<file path="src/rtl/inst_fetch_ctrl.sv">
// Instruction-fetch sequencer: one bus fetch per PC, holds the PC until the
// instruction returns, buffers it across stalls, drops responses made stale by
// a flush. Optional `IFETCH_PERF_EN adds fetch and wait-cycle counters.
module inst_fetch_ctrl (
    input  logic        clk,
    input  logic        rst,
    input  logic [31:0] pc_i,
    input  logic        adel_i,
    input  logic        stall_i,
    input  logic        flush_i,
    output logic        inst_req_o,
    output logic [31:0] inst_addr_o,
    input  logic        inst_addr_ok_i,
    input  logic        inst_data_ok_i,
    input  logic [31:0] inst_rdata_i,
    output logic        inst_stall_o,
    output logic        inst_valid_o,
    output logic [31:0] inst_o,
    output logic [31:0] inst_pc_o,
    output logic        inst_adel_o
`ifdef IFETCH_PERF_EN
    ,
    output logic [31:0] perf_fetch_cnt_o,
    output logic [31:0] perf_wait_cnt_o
`endif
);

    typedef enum logic [1:0] {S_REQ, S_WAIT, S_HOLD, S_DISCARD} state_t;

    state_t      state_q, state_d;
    logic [31:0] req_pc_q, req_pc_d;
    logic [31:0] buf_inst_q, buf_inst_d;
    logic [31:0] buf_pc_q, buf_pc_d;
    logic        valid_q, valid_d;
    logic [31:0] inst_q, inst_d;
    logic [31:0] pc_q, pc_d;
    logic        adel_q, adel_d;
    logic        done;

    assign done = (state_q == S_REQ  && adel_i && !stall_i) ||
                  (state_q == S_WAIT && inst_data_ok_i && !stall_i) ||
                  (state_q == S_HOLD && !stall_i);

    assign inst_stall_o = !done;
    assign inst_addr_o  = pc_i;

    // A flush never cancels the bus transaction; if one is still in flight
    // past this edge, DISCARD swallows its data_ok.
    always_comb begin
        state_d    = state_q;
        inst_req_o = 1'b0;
        unique case (state_q)
            S_REQ: begin
                inst_req_o = !adel_i;
                if (!adel_i && inst_addr_ok_i)
                    state_d = flush_i ? S_DISCARD : S_WAIT;
            end
            S_WAIT: begin
                if (flush_i)
                    state_d = inst_data_ok_i ? S_REQ : S_DISCARD;
                else if (inst_data_ok_i)
                    state_d = stall_i ? S_HOLD : S_REQ;
            end
            S_HOLD: begin
                if (flush_i || !stall_i)
                    state_d = S_REQ;
            end
            S_DISCARD: begin
                if (inst_data_ok_i)
                    state_d = S_REQ;
            end
            default: state_d = S_REQ;
        endcase
    end

    always_comb begin
        req_pc_d   = req_pc_q;
        buf_inst_d = buf_inst_q;
        buf_pc_d   = buf_pc_q;
        valid_d    = valid_q;
        inst_d     = inst_q;
        pc_d       = pc_q;
        adel_d     = adel_q;

        if (state_q == S_REQ && !adel_i && inst_addr_ok_i)
            req_pc_d = pc_i;

        if (state_q == S_WAIT && inst_data_ok_i && stall_i) begin
            buf_inst_d = inst_rdata_i;
            buf_pc_d   = req_pc_q;
        end

        if (flush_i) begin
            valid_d = 1'b0;
        end else if (done) begin
            valid_d = 1'b1;
            unique case (state_q)
                S_REQ: begin
                    inst_d = 32'h0;
                    pc_d   = pc_i;
                    adel_d = 1'b1;
                end
                S_HOLD: begin
                    inst_d = buf_inst_q;
                    pc_d   = buf_pc_q;
                    adel_d = 1'b0;
                end
                default: begin
                    inst_d = inst_rdata_i;
                    pc_d   = req_pc_q;
                    adel_d = 1'b0;
                end
            endcase
        end
    end

    always_ff @(posedge clk) begin
        if (rst) begin
            state_q    <= S_REQ;
            req_pc_q   <= 32'h0;
            buf_inst_q <= 32'h0;
            buf_pc_q   <= 32'h0;
            valid_q    <= 1'b0;
            inst_q     <= 32'h0;
            pc_q       <= 32'h0;
            adel_q     <= 1'b0;
        end else begin
            state_q    <= state_d;
            req_pc_q   <= req_pc_d;
            buf_inst_q <= buf_inst_d;
            buf_pc_q   <= buf_pc_d;
            valid_q    <= valid_d;
            inst_q     <= inst_d;
            pc_q       <= pc_d;
            adel_q     <= adel_d;
        end
    end

    assign inst_valid_o = valid_q;
    assign inst_o       = inst_q;
    assign inst_pc_o    = pc_q;
    assign inst_adel_o  = adel_q;

`ifdef IFETCH_PERF_EN
    logic [31:0] fetch_cnt_q, fetch_cnt_d;
    logic [31:0] wait_cnt_q, wait_cnt_d;

    // Wait cycles are those where fetch, not the pipeline, is the bottleneck.
    always_comb begin
        fetch_cnt_d = fetch_cnt_q + {31'h0, done};
        wait_cnt_d  = wait_cnt_q + {31'h0, inst_stall_o && !stall_i};
    end

    always_ff @(posedge clk) begin
        if (rst) begin
            fetch_cnt_q <= 32'h0;
            wait_cnt_q  <= 32'h0;
        end else begin
            fetch_cnt_q <= fetch_cnt_d;
            wait_cnt_q  <= wait_cnt_d;
        end
    end

    assign perf_fetch_cnt_o = fetch_cnt_q;
    assign perf_wait_cnt_o  = wait_cnt_q;
`endif

endmodule

</file>
<file path="config.mk">
export PLATFORM = sky130hd
export DESIGN_NAME = inst_fetch_ctrl
export DESIGN_NICKNAME = d
export VERILOG_FILES = /design/src/rtl/inst_fetch_ctrl.sv
export SDC_FILE = /design/constraint.sdc
export NUM_CORES = 1
export LEC_CHECK = 0
export BUFFER_PORTS_ARGS = -buffer_cell sky130_fd_sc_hd__buf_4
export CORE_MARGIN = 3
export CORE_UTILIZATION = 59
export CTS_CLUSTER_SIZE = 8
export DETAILED_ROUTE_END_ITERATION = 10
export PLACE_DENSITY = 0.86
export SYNTH_ARGS = -nofsm -noshare
export SYNTH_HDL_FRONTEND = slang
export SYNTH_SLANG_ARGS = --single-unit
</file>
<file path="constraint.sdc">
create_clock -name clk -period 3.9 [get_ports clk]
set_clock_uncertainty 0.05 [all_clocks]
set_input_delay 0.39 -clock clk [delete_from_list [all_inputs] [get_ports clk]]
set_output_delay 0.39 -clock clk [all_outputs]
set_load 0.01 [all_outputs]
</file>
# == Word-level counts from Yosys, hierarchy flattened ==
# Cells that the tools add are included.
# op_classes
reduce_logical,19
n_eq_ne,7
bitwise_logic,1
n_mux,13
# op_table
cell,count
$pmux W32 S2,2
$mux W2,8
$logic_and A1 B1 Y1,9
$pmux W2 S4,1
$eq A2 B2 Y1 const B,2
$ne A2 B1 Y1 const B,2
$reduce_and A4 Y1,1
$logic_not A1 Y1,3
$logic_or A1 B1 Y1,3
$ne A3 B3 Y1 const B,1
$eq A2 B1 Y1 const B,1
$logic_not A2 Y1,1
$mux W1,2
$ne A2 B2 Y1 const B,1
$reduce_and A2 Y1,1
$reduce_or A2 Y1,1
$not A1 Y1,1
# totals
elab_cells,48
inputBits,71
reg_bits,164

# == Longest topological paths before layout ==
# Gate-level depths: netlist of run 1.
# logic_depth
word_depth,6
ltp_mapped,6

# == Worst setup path after synthesis of run 1 ==
# OpenSTA, ideal clock, no wires.
# synth_path
path_kind,reg2reg
start,register state_q[1]
end,register inst_q[10] (netlist: inst_o[10])
t_arrival_ns,1.465
required_ns,3.729
slack_ns,2.264
stages_incl_launch_ff,7
cell_sequence,dfxtp_1 buf_6 nand3b_1 a211o_1 buf_2 buf_6 mux2_4
# synth_between
elab_chain_len,6
word_cells_on_any_way,12
cone_classes,eq/ne: 2; mux: 1; reduce/logical: 9
# synth_rtl
element,line,rtl
from (decl),30,"state_t state_q, state_d;"
from (signal assigned),128,state_q <= state_d;
$eq A2 B1 Y1 / $logic_not A2 Y1 (equally long branches),"41, 40, 97",
$logic_and A1 B1 Y1 (on tied branches) (2 in series),"41, 40",
$logic_or A1 B1 Y1,40,assign done = (state_q == S_REQ && adel_i && !stall_i) ||
$logic_or A1 B1 Y1,41,(state_q == S_WAIT && inst_data_ok_i && !stall_i) ||
$reduce_and A2 Y1 (no source line),n/a,
to (signal assigned),133,inst_q <= inst_d;
to (decl),35,"logic [31:0] inst_q, inst_d;"
# Several ways; a longest one is shown, not always the timed one.
# A chain may end at the register's enable or synchronous reset.

# == Final worst setup path of run 1 ==
# layout_path
start,register state_q[0]
end,output inst_req_o
# layout_between
elab_chain_len,2
# layout_rtl
element,line,rtl
$logic_not A2 Y1,52,unique case (state_q)
$mux W1,52,
to (decl),11,"output logic inst_req_o,"
# Every way passes these cells.

==> impl_metrics.py, run 1 <==
metrics = {
    "floorplanning": {
        "start_util": 0.6054,
        "num_io_pins": 171,
        "rows": 41,
        "fp.coreArea_um2": 12670,
        "dieArea_um2": 14410,
        "die_x_um": 120.0,
        "die_h_um": 120.0,
    },
    "detailed_routing": {
        "drt-wirelength-per-cell_um": 15.42,
        "drtIter0Drc": 549,
        "firstDrtPassIters": 5,
        "ant_nets": 0,
        "viasPerCell": 5.481,
        "route.vias.total": 6467,
        "drt-total-wl_um": 18190,
        "drc": 0,
    },
    "sta": {
        "finalSetupViolations": 0,
        "clock.fmax_mhz": 381.9,
        "setup_tns_ns": 0,
        "min_period_ns": 2.618,
        "hold_viol_final": 0,
        "fin_ws_ns": 1.282,
        "rsz0062_at_grt": "false",
        "slew-limit-headroom": 0.2481,
        "period_share": 0.6713,
        "report.final.slew_viol_count": 0,
        "worst_pin_slew_ns": 1.126,
    },
    "global_route": {
        "overflow": 0,
        "grt_pass1_wl_um": 29370,
        "antenna_found_initial": 0,
        "grt_max_degree": 165,
        "grt_pass1_vias": 6062,
        "grt_usage": 0.2513,
    },
    "logic_synthesis": {
        "syn_area_per_cell_um2": 8.476,
        "ys_ff_latch": 164,
        "synth_cell_types": 29,
        "syn-num-nets": 976,
        "syn-instance-count": 905,
        "ys_seq_area_frac": 0.4280,
        "yosysWarningCount": 0,
        "synth_area_um2": 7671,
    },
    "final_layout": {
        "area_growth_pct": 21.50,
        "nFillCells": 943,
        "fin_nets": 1066,
        "antennaDiodeCount": 0,
        "layout-drive-gt1-share": 0.2778,
    },
    "worst_setup_path": {
        "critPathLaunchType": "flip-flop",
        "required_ns": 3.46,
        "crit_fanout": 92,
        "arrival_ns": 2.18,
        "setup.worst_path.end_class": "primary output",
        "worst-setup-path-type": "reg2out",
    },
    "power_and_ir_drop": {
        "leakage_uw": 0.003763,
        "power_density_nw_per_um2": 419.1,
        "ir_drop_uv": 260.7,
    },
    "status": {
        "status": "finished clean",
    },
    "placed_design": {
        "hpwl_um": 10880,
        "dp_slack_ns": 1.353,
        "portBuffers": 170,
        "routabilityCongestion": 0.7776,
    },
    "clock_network": {
        "cts_setup_buffers": 0,
        "cts.path.max_buffers": 2,
        "cts_tree": "built",
        "numCtsBuffers": 17,
        "clk_latency_ns": 0.43,
        "hold_buffers": 0,
        "clkTransAtPathRegs_ns": 0.06,
        "root_buffer": "clkbuf_16",
        "post_cts_resized": 0,
        "htreeDepth": 4,
        "clkSinkCount": 164,
    },
    "hold_path": {
        "hold_path_class": "in2reg",
    },
    "run": {
        "maxCapViolations": 0,
    },
}
==> critical path, cell delays in order, from the launching register on <==
cell,delay [ns]
dfxtp_4,0.61
buf_4,0.79
nor3_1,0.12
buf_4,0.19
==> metal layers <==
layer / GRT usage / wire (um)
met1: 0.3286 / 7706
met2: 0.4071 / 8904
met4: 0.09449 / 321
met3: 0.05561 / 1261
met5: 0 / 0
==> Yosys cell counts (all sizes together) <==
cell type,instances,area [um^2]
a21o,1,7.510
nand2b,34,212.7
buf,59,385.4
nor4bb,1,10.01
o21bai,1,7.510
mux2,65,837.1
inv,3,11.26
dfxtp,164,3283
mux2i,32,320.3
nand4b,1,8.760
a21oi,129,645.6
and4b,1,10.01
o311a,1,10.01
nor3,2,10.01
nand3b,34,255.2
or4b,1,10.01
a211oi,2,15.01
o311ai,1,8.760
a21boi,1,7.510
a211o,1,8.760
clkbuf,49,183.9
nor2b,33,206.5
nor4b,1,15.01
nand2,256,960.9
o211ai,32,240.2
==> report_power, final <==
part | total, uW | switching, uW | internal (uW)
combinational | 437 | 228 | 209
sequential | 1760 | 42.7 | 1720
clock | 1710 | 662 | 1040
total | 3910 | 932 | 2970
==> logic make-up after synthesis <==
group / Yosys count / synth area share
DFF: 164 / 0.4280
buffers and inverters: 111 / 0.07568
muxes: 97 / 0.1509
and+or+nand+nor: 364 / 0.2215
AOI/OAI and AO/OA: 169 / 0.1240
==> registers in the layout, indices dropped and copies added (netlist names) <==
signal        count
inst_pc_o        32
inst_valid_o      1
inst_adel_o       1
state_q           2
inst_o           32
buf_pc_q         32
req_pc_q         32
buf_inst_q       32
==> worst paths after layout <==
check / from / to / slack, ns / cells past startpoint
max: state_q[0] / inst_req_o / 1.28 / 3
min: flush_i / inst_valid_o / 0.14 / 2
max reg2reg: state_q[1] / inst_pc_o[21] / 1.33 / 4
min reg2reg: buf_pc_q[10] / buf_pc_q[10] / 0.40 / 2
==> stage by stage <==
step | instance area (um^2) | instances | util | power [uW] | hold slack [ns]
global route | 9320 | 1180 | 0.7356 | 4040 | 0.1206
finish | 9320 | 1180 | 0.7356 | 3906 | 0.1429
global placement | 8710 | 1148 | 0.6874 | 2227 | 0.3890
floorplan | 7671 | 905 | - | 2070 | 0.3829
detailed placement | 8710 | 1148 | 0.6874 | 2234 | 0.3930
CTS | 9320 | 1180 | 0.7356 | 3916 | 0.1226
==> area by class of cell <==
| type | count | area (um^2) | area share |
|---|---|---|---|
| inverters | 3 | 11.26 | 0.001208 |
| repair buffers | 179 | 1369 | 0.1469 |
| multi-input cells | 630 | 3826 | 0.4105 |
| flip-flops and latches | 164 | 3288 | 0.3528 |
| well taps | 172 | 215.2 | 0.02309 |
| clock buffers | 25 | 515.5 | 0.05531 |
| clock inverters | 7 | 95.09 | 0.01020 |
==> layout by cell type, fill, tap and decap left out, drive strengths merged <==
cell type,count
a21o,1
nand2b,34
mux2i,32
o311a,1
o211ai,32
a21oi,129
o311ai,1
nand2,256
inv,3
nand3b,34
or4b,1
a211oi,2
clkinv,1
a211o,1
nor4b,1
nand4b,1
clkbuf,25
o21bai,1
nor3,2
buf,179
nor2b,33
bufinv,2
and4b,1
mux2,65
nor4bb,1
dfxtp,164
clkinvlp,4
a21boi,1
No activity file was read; power rests on OpenSTA's default activity.
==> run 2: changes to the inputs <==
--- a/config.mk
+++ b/config.mk
@@ -7,10 +7,10 @@
 export LEC_CHECK = 0
 export BUFFER_PORTS_ARGS = -buffer_cell sky130_fd_sc_hd__buf_4
 export CORE_MARGIN = 3
-export CORE_UTILIZATION = 59
+export CORE_UTILIZATION = 54
 export CTS_CLUSTER_SIZE = 8
 export DETAILED_ROUTE_END_ITERATION = 10
-export PLACE_DENSITY = 0.86
+export PLACE_DENSITY = 0.8
 export SYNTH_ARGS = -nofsm -noshare
 export SYNTH_HDL_FRONTEND = slang
 export SYNTH_SLANG_ARGS = --single-unit
==> constraint.sdc (replaced) <==
create_clock -name clk -period 2.7 [get_ports clk]
set_clock_uncertainty 0.05 [all_clocks]
set_input_delay 0.27 -clock clk [delete_from_list [all_inputs] [get_ports clk]]
set_output_delay 0.27 -clock clk [all_outputs]
set_load 0.01 [all_outputs]
==> run 2 against run 1 <==
Against the previous run: clock power up 36%; total power up 41%; cell count increased by 0.59%; global-route usage shrank 2.2 points; via count decreased by 1.7%; final area unchanged; worst hold slack worse by 0.10 ns; first-iteration DRC count increased by 12%; register-to-register slack got worse by 1.0 ns; critical path depth up 1; setup slack got worse by 1.0 ns.
==> impl_metrics.py, run 2 (synthesis gave the netlist of run 1 again) <==
metrics = {
    "global_route": {
        "grt_max_degree": 165,
        "grt_usage": 0.2288,
        "overflow": 0,
        "antenna_found_initial": 0,
        "grt_pass1_vias": 5891,
        "grt_pass1_wl_um": 29650,
    },
    "clock_network": {
        "cts.path.max_buffers": 2,
        "clkSinkCount": 164,
        "hold_buffers": 0,
        "clkTransAtPathRegs_ns": 0.06,
        "cts_setup_buffers": 0,
        "cts_tree": "built",
        "post_cts_resized": 0,
        "root_buffer": "clkbuf_16",
        "clk_latency_ns": 0.42,
        "htreeDepth": 4,
        "numCtsBuffers": 17,
    },
    "detailed_routing": {
        "drt-wirelength-per-cell_um": 15.25,
        "firstDrtPassIters": 5,
        "viasPerCell": 5.356,
        "drt-total-wl_um": 18100,
        "ant_nets": 0,
        "top_layer_used": "met4",
        "met2_length_um": 8645,
        "wl_met1_um": 8283,
        "wl_met3_um": 927,
        "drc": 0,
        "drtIter0Drc": 613,
        "route.vias.total": 6358,
    },
    "final_layout": {
        "multi_input_area_um2": 3826,
        "layout_commonest_cell": "nand2_1",
        "layout-drive-gt1-share": 0.2760,
        "nFillCells": 1108,
        "layout_common_cells": "nand2_1, buf_4, dfxtp_1, a21oi_1, mux2_2",
        "final_cells": 1187,
        "fin_nets": 1069,
        "antennaDiodeCount": 0,
        "register_area_um2": 3288,
        "area_growth_pct": 21.50,
    },
    "sta": {
        "worst_pin_slew_ns": 1.106,
        "clock.fmax_mhz": 409.2,
        "finalSetupViolations": 0,
        "setup_tns_ns": 0,
        "min_period_ns": 2.444,
        "hold_viol_final": 0,
        "report.final.slew_viol_count": 0,
        "period_share": 0.9051,
        "rsz0062_at_grt": "false",
        "slew-limit-headroom": 0.2624,
    },
    "power_and_ir_drop": {
        "ir_drop_uv": 491.9,
        "power_density_nw_per_um2": 590.6,
        "leakage_uw": 0.003774,
    },
    "worst_setup_path": {
        "crit_fanout": 42,
        "arrival_ns": 2.12,
        "worst-setup-path-type": "reg2out",
        "setup.worst_path.end_class": "primary output",
        "required_ns": 2.38,
        "critPathLaunchType": "flip-flop",
    },
    "placed_design": {
        "portBuffers": 170,
        "dpl.cell_count": 1155,
        "hpwl_um": 11100,
        "routabilityCongestion": 0.7713,
    },
    "floorplanning": {
        "die_h_um": 125.2,
        "dieArea_um2": 15670,
        "num_io_pins": 171,
        "rows": 42,
        "start_util": 0.5658,
        "die_x_um": 125.2,
        "fp.coreArea_um2": 13560,
    },
    "run": {
        "maxCapViolations": 0,
    },
    "hold_path": {
        "hold_path_class": "in2reg",
    },
    "status": {
        "status": "finished clean",
    },
}
run 2: cell types whose count changed in the layout (fill, tap and decap cells not counted):
cell | previous run | this run
bufinv_16 | 2 | 1
buf_12 | 2 | 3
clkinvlp_4 | 4 | 0
clkinv_2 | 1 | 2
buf_4 | 177 | 179
clkbuf_1 | 2 | 6
run 2: area by class of cell:
| class | instances | share of cell area |
|---|---|---|
| Inverter | 3 | 0.001208 |
| Timing Repair Buffer | 182 | 0.1506 |
| Sequential cell | 164 | 0.3528 |
| Clock buffer | 29 | 0.05692 |
| Multi-Input combinational cell | 630 | 0.4105 |
| Clock inverter | 3 | 0.004296 |
| Tap cell | 176 | 0.02363 |
run 2: through the flow:
stage                     cell area [um^2]  total power (uW)  worst slack [ns]    util  hold WS (ns)
final                                 9320              5505            0.2561  0.6874       0.04143
after CTS                             9320              5540            0.2677  0.6874       0.02616
after global placement                8750              3224            0.3893  0.6453        0.3892
after floorplan                       7671              2990             1.064       -        0.2928
after detailed placement              8750              3234            0.3676  0.6453        0.3950
after global routing                  9320              5683            0.1423  0.6874       0.04457
run 2: worst max-delay path, cell delays in order, from the launching register on:
cell     delay [ns]
dfxtp_2        0.51
buf_4          0.38
buf_4          0.49
nor3_1         0.12
buf_4          0.16
run 2: power breakdown:
group	total (uW)	internal (uW)	switching, uW
registers	2540	2490	50.5
logic	647	306	340
clock network	2320	1410	907
run 2: layer usage:
layer / vias to the layer above / global-route usage
met2: 184 / 0.3771
met3: 19 / 0.04776
met1: 2974 / 0.3025
met4: 0 / 0.07270
met5: - / 0
li1: 3181 / -
run 2: path summary, 6_finish.rpt:
path | startpoint | slack [ns] | depth (start not counted) | endpoint
min | flush_i | 0.04 | 2 | inst_valid_o
max | state_q[1] | 0.26 | 4 | inst_req_o
max reg2reg | state_q[1] | 0.32 | 6 | buf_inst_q[8]
min reg2reg | buf_pc_q[16] | 0.40 | 2 | buf_pc_q[16]
